==> src/rtl/mac_test_ctrl.sv <==
// Sequencer for the DDR bandwidth-test accumulator path: clear, read LEN beats,
// drain the accumulator pipeline, emit the sum as one AXIS beat, report counts.
module mac_test_ctrl #(
    parameter int DATA_WIDTH = 64,
    parameter int LEN_W      = 32,
    parameter int ACC_LAT    = 2,
    parameter int TIMEOUT    = 1024
) (
    input  logic                  clk,
    input  logic                  rst,
    input  logic                  start,
    input  logic [LEN_W-1:0]      len,
    output logic                  acc_clr,
    input  logic                  rd_tvalid,
    output logic                  rd_tready,
    input  logic [DATA_WIDTH-1:0] acc_sum,
    output logic                  m_axis_tvalid,
    output logic [DATA_WIDTH-1:0] m_axis_tdata,
    input  logic                  m_axis_tready,
    output logic                  busy,
    output logic                  done,
    output logic                  err,
    output logic [LEN_W-1:0]      beats,
    output logic [LEN_W-1:0]      cycles
);

    typedef enum logic [2:0] {IDLE, CLEAR, READ, DRAIN, WRITE, DONE} state_t;

    // ACC_LAT and TIMEOUT are both expected to be at least 1.
    localparam logic [LEN_W-1:0] TIMEOUT_M1 = LEN_W'(TIMEOUT - 1);
    localparam logic [LEN_W-1:0] DRAIN_LAST = LEN_W'(ACC_LAT - 1);
    localparam logic [LEN_W-1:0] ONE        = LEN_W'(1);

    state_t           state;
    state_t           state_nx;
    logic [LEN_W-1:0] len_r;
    logic [LEN_W-1:0] beat_cnt;
    logic [LEN_W-1:0] cycle_cnt;
    logic [LEN_W-1:0] idle_cnt;
    logic [LEN_W-1:0] drain_cnt;
    logic             rd_hs;
    logic             last_beat;
    logic             stalled;

    assign acc_clr       = (state == CLEAR);
    assign rd_tready     = (state == READ);
    assign m_axis_tvalid = (state == WRITE);
    assign busy          = (state != IDLE);
    assign done          = (state == DONE);

    assign rd_hs     = rd_tvalid && (state == READ);
    assign last_beat = rd_hs && ((beat_cnt + ONE) == len_r);
    assign stalled   = !rd_hs && (state == READ) && (idle_cnt == TIMEOUT_M1);

    always_comb begin
        state_nx = state;
        case (state)
            IDLE:    if (start) state_nx = CLEAR;
            CLEAR:   state_nx = (len_r != '0) ? READ : DRAIN;
            READ: begin
                if (last_beat)    state_nx = DRAIN;
                else if (stalled) state_nx = DONE;
            end
            DRAIN:   if (drain_cnt == DRAIN_LAST) state_nx = WRITE;
            WRITE:   if (m_axis_tready) state_nx = DONE;
            DONE:    state_nx = IDLE;
            default: state_nx = IDLE;
        endcase
    end

    // Reported beats/cycles only change when a test finishes, so an aborted
    // run (via rst) never exposes partial counts.
    always_ff @(posedge clk) begin
        if (rst) begin
            state        <= IDLE;
            len_r        <= '0;
            beat_cnt     <= '0;
            cycle_cnt    <= '0;
            idle_cnt     <= '0;
            drain_cnt    <= '0;
            err          <= 1'b0;
            m_axis_tdata <= '0;
            beats        <= '0;
            cycles       <= '0;
        end else begin
            state     <= state_nx;
            drain_cnt <= (state == DRAIN) ? drain_cnt + ONE : '0;
            case (state)
                IDLE: begin
                    if (start) begin
                        len_r     <= len;
                        err       <= 1'b0;
                        beat_cnt  <= '0;
                        cycle_cnt <= '0;
                        idle_cnt  <= '0;
                    end
                end
                READ: begin
                    if (cycle_cnt != '1) cycle_cnt <= cycle_cnt + ONE;
                    if (rd_hs) begin
                        beat_cnt <= beat_cnt + ONE;
                        idle_cnt <= '0;
                    end else begin
                        idle_cnt <= idle_cnt + ONE;
                    end
                    if (stalled) err <= 1'b1;
                end
                DRAIN: begin
                    if (drain_cnt == DRAIN_LAST) m_axis_tdata <= acc_sum;
                end
                DONE: begin
                    beats  <= beat_cnt;
                    cycles <= cycle_cnt;
                end
                default: ;
            endcase
        end
    end

endmodule

==> config.mk <==
export PLATFORM = sky130hd
export DESIGN_NAME = mac_test_ctrl
export DESIGN_NICKNAME = d
export VERILOG_FILES = /design/src/rtl/mac_test_ctrl.sv
export SDC_FILE = /design/constraint.sdc
export NUM_CORES = 1
export LEC_CHECK = 0
export CORE_MARGIN = 2
export CORE_UTILIZATION = 50
export CTS_CLUSTER_SIZE = 10
export DETAILED_ROUTE_END_ITERATION = 10
export PLACE_DENSITY = 0.8
export REMOVE_ABC_BUFFERS = 1
export SLEW_MARGIN = 20
export SYNTH_ARGS = -nofsm -noshare
export SYNTH_HDL_FRONTEND = slang
export SYNTH_SLANG_ARGS = --single-unit
export TNS_END_PERCENT = 30
==> constraint.sdc <==
create_clock -name clk -period 3.1 [get_ports clk]
set_clock_uncertainty 0.1 [all_clocks]
set_input_delay 0.775 -clock clk [delete_from_list [all_inputs] [get_ports clk]]
set_output_delay 0.775 -clock clk [all_outputs]
set_load 0.05 [all_outputs]
## After elaboration in Yosys (flattened, before gate mapping)

Cells that the tools add are included.

| cells by class | value |
|---|---|
| add/subtract/negate cells | 4 |
| multiply operators | 0 |
| divide/modulo/power cells | 0 |
| order comparisons | 0 |
| equality and inequality tests | 16 |
| shift-type cells | 0 |
| muxes and demuxes | 17 |
| bitwise logic cells | 1 |
| reductions and logical operators | 17 |

Operators by type and width:

| kind | number |
|---|---|
| one-hot mux 32 bit (2 select lines) | 3 |
| adder 32 x 1 -> 32 bit, second input constant | 4 |
| two-way mux 32 bit | 4 |
| equality test 32 x 1 -> 1 bit, second input constant | 1 |
| equality test 32 x 10 -> 1 bit, second input constant | 1 |
| equality test 32 bit | 1 |
| != test 32 bit, second input constant | 1 |
| nonzero test 32 bit | 1 |
| two-way mux 3 bit | 5 |
| one-hot mux 3 bit (5 select lines) | 1 |
| AND reduction 3 bit | 3 |
| != test 2 x 1 -> 1 bit, second input constant | 4 |
| equality test 3 x 2 -> 1 bit, second input constant | 2 |
| equality test 3 bit, second input constant | 2 |
| AND reduction 2 bit | 3 |
| logical AND 1 bit | 4 |
| != test 2 bit, second input constant | 2 |
| AND reduction 4 bit | 1 |
| equality test 3 x 1 -> 1 bit, second input constant | 1 |
| zero test 3 bit | 1 |
| two-way mux 1 bit | 3 |
| != test 3 x 1 -> 1 bit, second input constant | 1 |
| nonzero test 3 bit | 1 |
| one-hot mux 1 bit (2 select lines) | 1 |
| 4 further kinds | 4 |

| word-level totals | value |
|---|---|
| flip-flop bits (word level) | 292 |
| latch bits | 0 |
| RAM bits | 0 |
| memory bits (read-only) | 0 |
| input port bits | 101 |
| word-level logic and storage cells | 65 |
| memories kept | 0 |

## Logic depth before layout (Yosys ltp)

Gate-level depths: netlist of the first run.

| depth | value |
|---|---|
| depth in word-level cells | 8 |
| depth in mapped cells | 10 |
| mapped depth without buffers | 9 |

## Least setup slack after synthesis of the first run

OpenSTA, ideal clock, no wires.

| path | value |
|---|---|
| kind | reg-to-reg |
| start point | register state[2] |
| end point | register state[0] |
| setup time | 59 ps |
| data arrival time | 2728 ps |
| required time | 2941 ps |
| setup slack | 213 ps |
| stages on the path, launching flop included | 9 |
| period minus slack after synthesis | 2887 ps |
| cells stage by stage | dfxtp_1 clkbuf_1 inv_1 nor3_1 a21oi_1 o22a_1 nor3_1 and4_1 a31o_1 |

| on the way | value |
|---|---|
| elaborated cells between the ends (all ways) | 17 |

RTL lines:

| what | RTL line | RTL |
|---|---|---|
| from (decl) | 34 | `state_t state;` |
| from (signal assigned) | 86 | `state <= state_nx;` |
| equality test 3 bit * | n/a |  |
| named net m_axis_tvalid | 17 | `output logic m_axis_tvalid,` |
| != test 2 x 1 -> 1 bit (no source line) | n/a |  |
| AND reduction 4 bit (no source line) | n/a |  |

Mark *: on every way through the listed nets, which the timed path passes. The rest lies on a longest branch.
A chain may end at the register's enable or synchronous reset.

## Worst setup path after layout of the first run

| path | value |
|---|---|
| start point | register state[2] |
| end point | output m_axis_tvalid |

| on the way | value |
|---|---|
| cells in the longest elaborated chain, start to end | 1 |

Ends and longest elaborated chain:

| what | RTL line | RTL |
|---|---|---|
| equality test 3 bit | 47 | `assign m_axis_tvalid = (state == WRITE);` |
| to (decl) | 17 |  |

Every way passes these cells.

==> impl_metrics.json, run 1 <==
{
  "wl_um": 34600,
  "fin_total_pwr_mw": 8.057,
  "grt_usage": 0.2487,
  "cts_root_buf": "clkbuf_16",
  "crit_type": "register to primary output",
  "diodes": 0,
  "cts.clk_slew.worst_paths_ps": 50,
  "drt_iter0_markers": 824,
  "cts_sinks": 292,
  "power.density_nw_per_um2": 493.2,
  "fin_crit_ps": 2817,
  "dieArea_um2": 26880,
  "drive_gt1_frac": 0.05355,
  "routabilityCongestion": 0.9147,
  "setup-violations-final": 0,
  "ys_ff_latch": 292,
  "grt_setup_unrepaired": "false",
  "critPathTopFamily": "flip-flops",
  "hold_viol": 0,
  "status": "completed",
  "insertion_delay_ps": 510,
  "grt_max_degree": 172,
  "synth_xor_xnor_area_share": 0.08285,
  "cp_slowest_cell": "dfxtp_1",
  "r2r_slack_ps": 370,
  "drc_errors": 0,
  "dp_hpwl_um": 23820,
  "synth_edf_count": 0,
  "yosysWarnings": 0,
  "post-place-cells": 2116,
  "ir_worst_vdd_uv": 387.9,
  "htreeDepth": 2,
  "die_y_um": 163.9,
  "grt_pass1_wl_um": 54780,
  "overflow": 0,
  "rows": 58,
  "layout_commonest_cell": "nand2_1",
  "required_ps": 2220,
  "cts_buffer_depth": 3,
  "fin_tns_setup_ps": 0,
  "first_pass_iters": 5,
  "vias_per_cell": 5.525,
  "synth_area_per_cell_um2": 7.862,
  "critical_path.max_fanout": 8,
  "start_kind": "register",
  "total_leakage_power_nw": 5.513,
  "yosysUniqueCellTypes": 67,
  "min_path_cells": 2,
  "maxCapViolations": 0,
  "synth_ff_type": "dfxtp_1",
  "grt_pass1_vias": 11220,
  "drtAntennaViolNets": 0,
  "fin_util": 0.6487,
  "worstHoldStart": "m_axis_tdata[9]$_SDFFE_PP0P_",
  "synth_top_family_by_area": "simple AND/OR/NAND/NOR gates",
  "async_flop_share": 0,
  "hold_path_class": "register to register",
  "final_cells": 2160,
  "grt_antenna_before_repair": 1,
  "detailed_place.area_um2": 15380,
  "synthMuxAreaShare": 0.002445,
  "ios": 235,
  "die_w_um": 163.9,
  "synth_area_um2": 12790,
  "arrival_ps": 1940,
  "path_cells": "inv_1, nor3_1, buf_4",
  "path_buf_inv": 2,
  "via_count": 11930,
  "layout.nets": 1929,
  "drt-wirelength-per-cell_um": 16.02,
  "endpoint_kind": "primary output",
  "yosys.area_share.simple": 0.2896,
  "synth_cells": 1627,
  "core_area_um2": 25180,
  "start_util": 0.5079,
  "design_area_um2": 16340,
  "min_to": "m_axis_tdata[9]$_SDFFE_PP0P_",
  "synth_adder_area_share": 0.004891,
  "r2r-start": "beat_cnt[1]$_SDFFE_PP0P_",
  "area_delta_synth_final_pct": 27.71,
  "r2r_cells": 8,
  "port_buffers": 234,
  "ys_seq_area_frac": 0.4570,
  "hold_buffers": 0,
  "cts-buffers-inserted": 35,
  "post-route-period-util": 0.9088,
  "slowest_delay_ps": 500,
  "synth_compound_area_frac": 0.1244,
  "worstMarginPinSlew_ps": 781.7,
  "timing.fmax_ghz": 0.3549,
  "drv_slew": 0,
  "r2r-end": "state[0]$_SDFFE_PP0P_",
  "tritoncts": "done",
  "final_cell_mix": "395 x nand2_1, 291 x dfxtp_1, 228 x clkdlybuf4s50_1",
  "slew_headroom": 0.4789
}
## layout make-up
class                           instances  area, um^2
Fill cell                            2116        8846
Tap cell                              330       412.9
Clock inverter                          3       26.28
Inverter                               12       45.04
Clock buffer                           41       918.4
Timing Repair Buffer                  267        2626
Multi-Input combinational cell       1215        6460
Sequential cell                       292        5847
## per-layer routing
layer | wire length [um] | global-route usage
met1 | 14710 | 0.3109
met2 | 16420 | 0.4303
met3 | 2572 | 0.05101
met4 | 884 | 0.07815
met5 | 13 | 0
## registers in the layout, summed over array words and instances (netlist names)
name          flops
m_axis_tdata     64
beat_cnt         32
beats            32
cycle_cnt        32
cycles           32
drain_cnt        32
idle_cnt         32
len_r            32
state             3
err               1
## kinds of logic (layout without fill, tap and decap cells)
family                     count (synthesis)  count (layout)
adders and majority gates                  5               5
DFF                                      292             292
and+or+nand+nor                          794             794
buffers and inverters                    120             323
xor gates and xnor gates                 121             121
muxes                                      3               3
AOI/OAI and AO/OA                        292             292
## power by group
part / internal, mW / total, mW / switching, mW
Sequential: 3.80 / 3.86 / 0.0605
Combinational: 0.276 / 0.654 / 0.378
Clock: 2.07 / 3.54 / 1.47
## Yosys cell counts (all sizes together), types with 7 or more instances
cell,number,area [um^2]
buf,31,160.1
or3,16,100.1
and4,18,160.1
and3,23,143.9
a21oi,205,1026
nor2,135,519.3
nand4,41,277.8
a31oi,11,68.82
nand3,54,275.3
nor3,41,226.5
o21ai,41,205.2
nand3b,7,52.55
nor4,31,206.4
dfxtp,292,5846
xnor2,48,420.4
nand2,395,1483
and2,7,43.80
clkbuf,77,290.3
xor2,73,639.4
a311oi,9,78.83
inv,12,45.04
## per-stage QoR
step           setup WS [ps]  hold slack (ps)
4_1_cts                11.95            351.2
2_1_floorplan          -1125            333.4
3_3_place_gp           284.0            336.8
5_1_grt                118.5            365.1
6_report               282.7            347.8
3_5_place_dp           237.5            343.6
## worst max path at each step
stage	to	slack (ps)	cells past startpoint	start
after floorplan	done	-1120	2	state[0]$_SDFFE_PP0P_
after global placement	idle_cnt[24]$_SDFFE_PP0P_	280	7	start
after detailed placement	idle_cnt[16]$_SDFFE_PP0P_	240	6	start
after CTS	acc_clr	10	2	state[0]$_SDFFE_PP0P_
after global routing	m_axis_tdata[29]$_SDFFE_PP0P_	120	10	drain_cnt[0]$_SDFF_PP0_
final	m_axis_tvalid	280	3	state[2]$_SDFFE_PP0P_
## what timing repair did
| item | CTS | global route |
|---|---|---|
| setup endpoints to repair | 0 | 2 |
| setup buffers | 0 | 0 |
| hold endpoints to repair | 0 | 0 |
| gates resized for setup | 0 | 3 |
## worst min-delay path: stages, from the launching register on
cell and delay [ps]:
dfxtp_1 300, nand2_1 50, a21oi_1 50
Power figures use the tool's default switching activity.
==> run 2, diff against run 1 <==
- CTS_CLUSTER_DIAMETER: unset -> 200
- SLEW_MARGIN: 20 -> unset
==> impl_metrics.json, run 2 (synthesized netlist as in run 1, its figures left out) <==
{
  "rows": 58,
  "globalRouteMet1Util": 0.3109,
  "hold_buffers": 0,
  "drive_gt1_frac": 0.05263,
  "drt_iter0_markers": 766,
  "ir_worst_vdd_uv": 344.5,
  "area_delta_synth_final_pct": 27.61,
  "wl_um": 34440,
  "drtAntennaViolNets": 0,
  "r2r_slack_ps": 350,
  "dp_hpwl_um": 23820,
  "cts_root_buf": "clkbuf_16",
  "hold_viol": 0,
  "status": "completed",
  "core_area_um2": 25180,
  "slowest_delay_ps": 710,
  "grt_pass1_wl_um": 54620,
  "required_ps": 2220,
  "grt_use_met2": 0.4255,
  "cp_slowest_cell": "clkdlybuf4s50_1",
  "drt-wirelength-per-cell_um": 15.99,
  "maxCapViolations": 0,
  "met3_usage": 0.04646,
  "drv_slew": 0,
  "routabilityCongestion": 0.9147,
  "cts_sinks": 292,
  "cts-buffers-inserted": 35,
  "largest_reg_flops": 64,
  "setup-violations-final": 0,
  "grt_usage": 0.2473,
  "grt_pass1_vias": 11240,
  "die_w_um": 163.9,
  "die_y_um": 163.9,
  "postCtsSetupRepairBufs": 0,
  "min_path_cells": 2,
  "regMostFlops": "m_axis_tdata",
  "power.density_nw_per_um2": 493.6,
  "htreeDepth": 2,
  "timing.fmax_ghz": 0.3336,
  "critical_path.max_fanout": 12,
  "grt.busiest_layer": "met2",
  "start_util": 0.5079,
  "final_cell_mix": "395 x nand2_1, 291 x dfxtp_1, 229 x clkdlybuf4s50_1",
  "start_kind": "register",
  "layout_commonest_cell": "nand2_1",
  "layout.nets": 1929,
  "diodes": 0,
  "cts.clk_slew.worst_paths_ps": 60,
  "r2r_cells": 8,
  "r2r-start": "beat_cnt[1]$_SDFFE_PP0P_",
  "path_cells": "nor3_1, inv_1, clkdlybuf4s50_1",
  "n_fill_cell": 2106,
  "arrival_ps": 2120,
  "crit_type": "register to primary output",
  "grt_max_degree": 172,
  "endpoint_kind": "primary output",
  "fin_tns_setup_ps": 0,
  "via_count": 11870,
  "min_to": "m_axis_tdata[9]$_SDFFE_PP0P_",
  "tritoncts": "done",
  "overflow": 0,
  "grt_setup_unrepaired": "false",
  "insertion_delay_ps": 510,
  "total_leakage_power_nw": 5.497,
  "slew_headroom": 0.4897,
  "holdWs_ps": 348.1,
  "hold_path_class": "register to register",
  "fin_crit_ps": 2998,
  "worstHoldStart": "m_axis_tdata[9]$_SDFFE_PP0P_",
  "vias_per_cell": 5.512,
  "ios": 235,
  "r2r-end": "state[0]$_SDFFE_PP0P_",
  "drc_errors": 0,
  "port_buffers": 234,
  "cts_resized": 0,
  "post-route-period-util": 0.9670,
  "cts_buffer_depth": 3,
  "worstMarginPinSlew_ps": 765.5,
  "first_pass_iters": 5,
  "dieArea_um2": 26880,
  "grt_antenna_before_repair": 1
}
[run 2: report_power, final]
part / total, mW / internal (mW) / switching, mW
clock: 3.54 / 2.09 / 1.45
sequential: 3.86 / 3.80 / 0.0601
combinational: 0.655 / 0.277 / 0.378
total: 8.06 / 6.17 / 1.89
[run 2: final cells by class]
cell class                      count  area, um^2  area share
Clock buffer                       37       925.9     0.05672
Clock inverter                      1       8.758   0.0005366
Inverter                           12       45.04    0.002759
Multi-Input combinational cell   1215        6460      0.3958
Sequential cell                   292        5847      0.3582
Tap cell                          330       412.9     0.02530
Timing Repair Buffer              267        2624      0.1607
[run 2: worst max path at each step]
stage / from / end / slack [ps] / depth (start not counted)
2_1_floorplan: state[0]$_SDFFE_PP0P_ / done / -1120 / 2
3_3_place_gp: start / idle_cnt[24]$_SDFFE_PP0P_ / 280 / 7
3_5_place_dp: start / idle_cnt[16]$_SDFFE_PP0P_ / 240 / 6
4_1_cts: state[1]$_SDFFE_PP0P_ / acc_clr / 40 / 3
5_1_grt: state[0]$_SDFFE_PP0P_ / busy / 8 / 3
6_report: state[0]$_SDFFE_PP0P_ / busy / 100 / 3
[run 2: per-layer routing]
layer | vias to the layer above | wire length [um]
met4 | 2 | 996
met3 | 80 | 2489
met1 | 5449 | 14700
met2 | 418 | 16240
met5 | - | 18
li1 | 5923 | -
[run 2: per-stage QoR]
stage	utilization	total power, mW	cells	instance area, um^2	setup slack (ps)
4_1_cts	0.6481	8.103	2154	16320	37.77
3_3_place_gp	0.6110	4.578	2116	15380	284.0
6_report	0.6482	8.057	2154	16320	102.4
5_1_grt	0.6482	8.309	2154	16320	7.551
3_5_place_dp	0.6110	4.584	2116	15380	237.5
2_1_floorplan	-	4.238	1519	12340	-1125
[run 2: worst max-delay path, delay by kind of cell, from the launching register on]
family,cells,cell delay (ps)
buffers and inverters,2,790
AND/OR/NAND/NOR,1,390
flip-flops,1,430
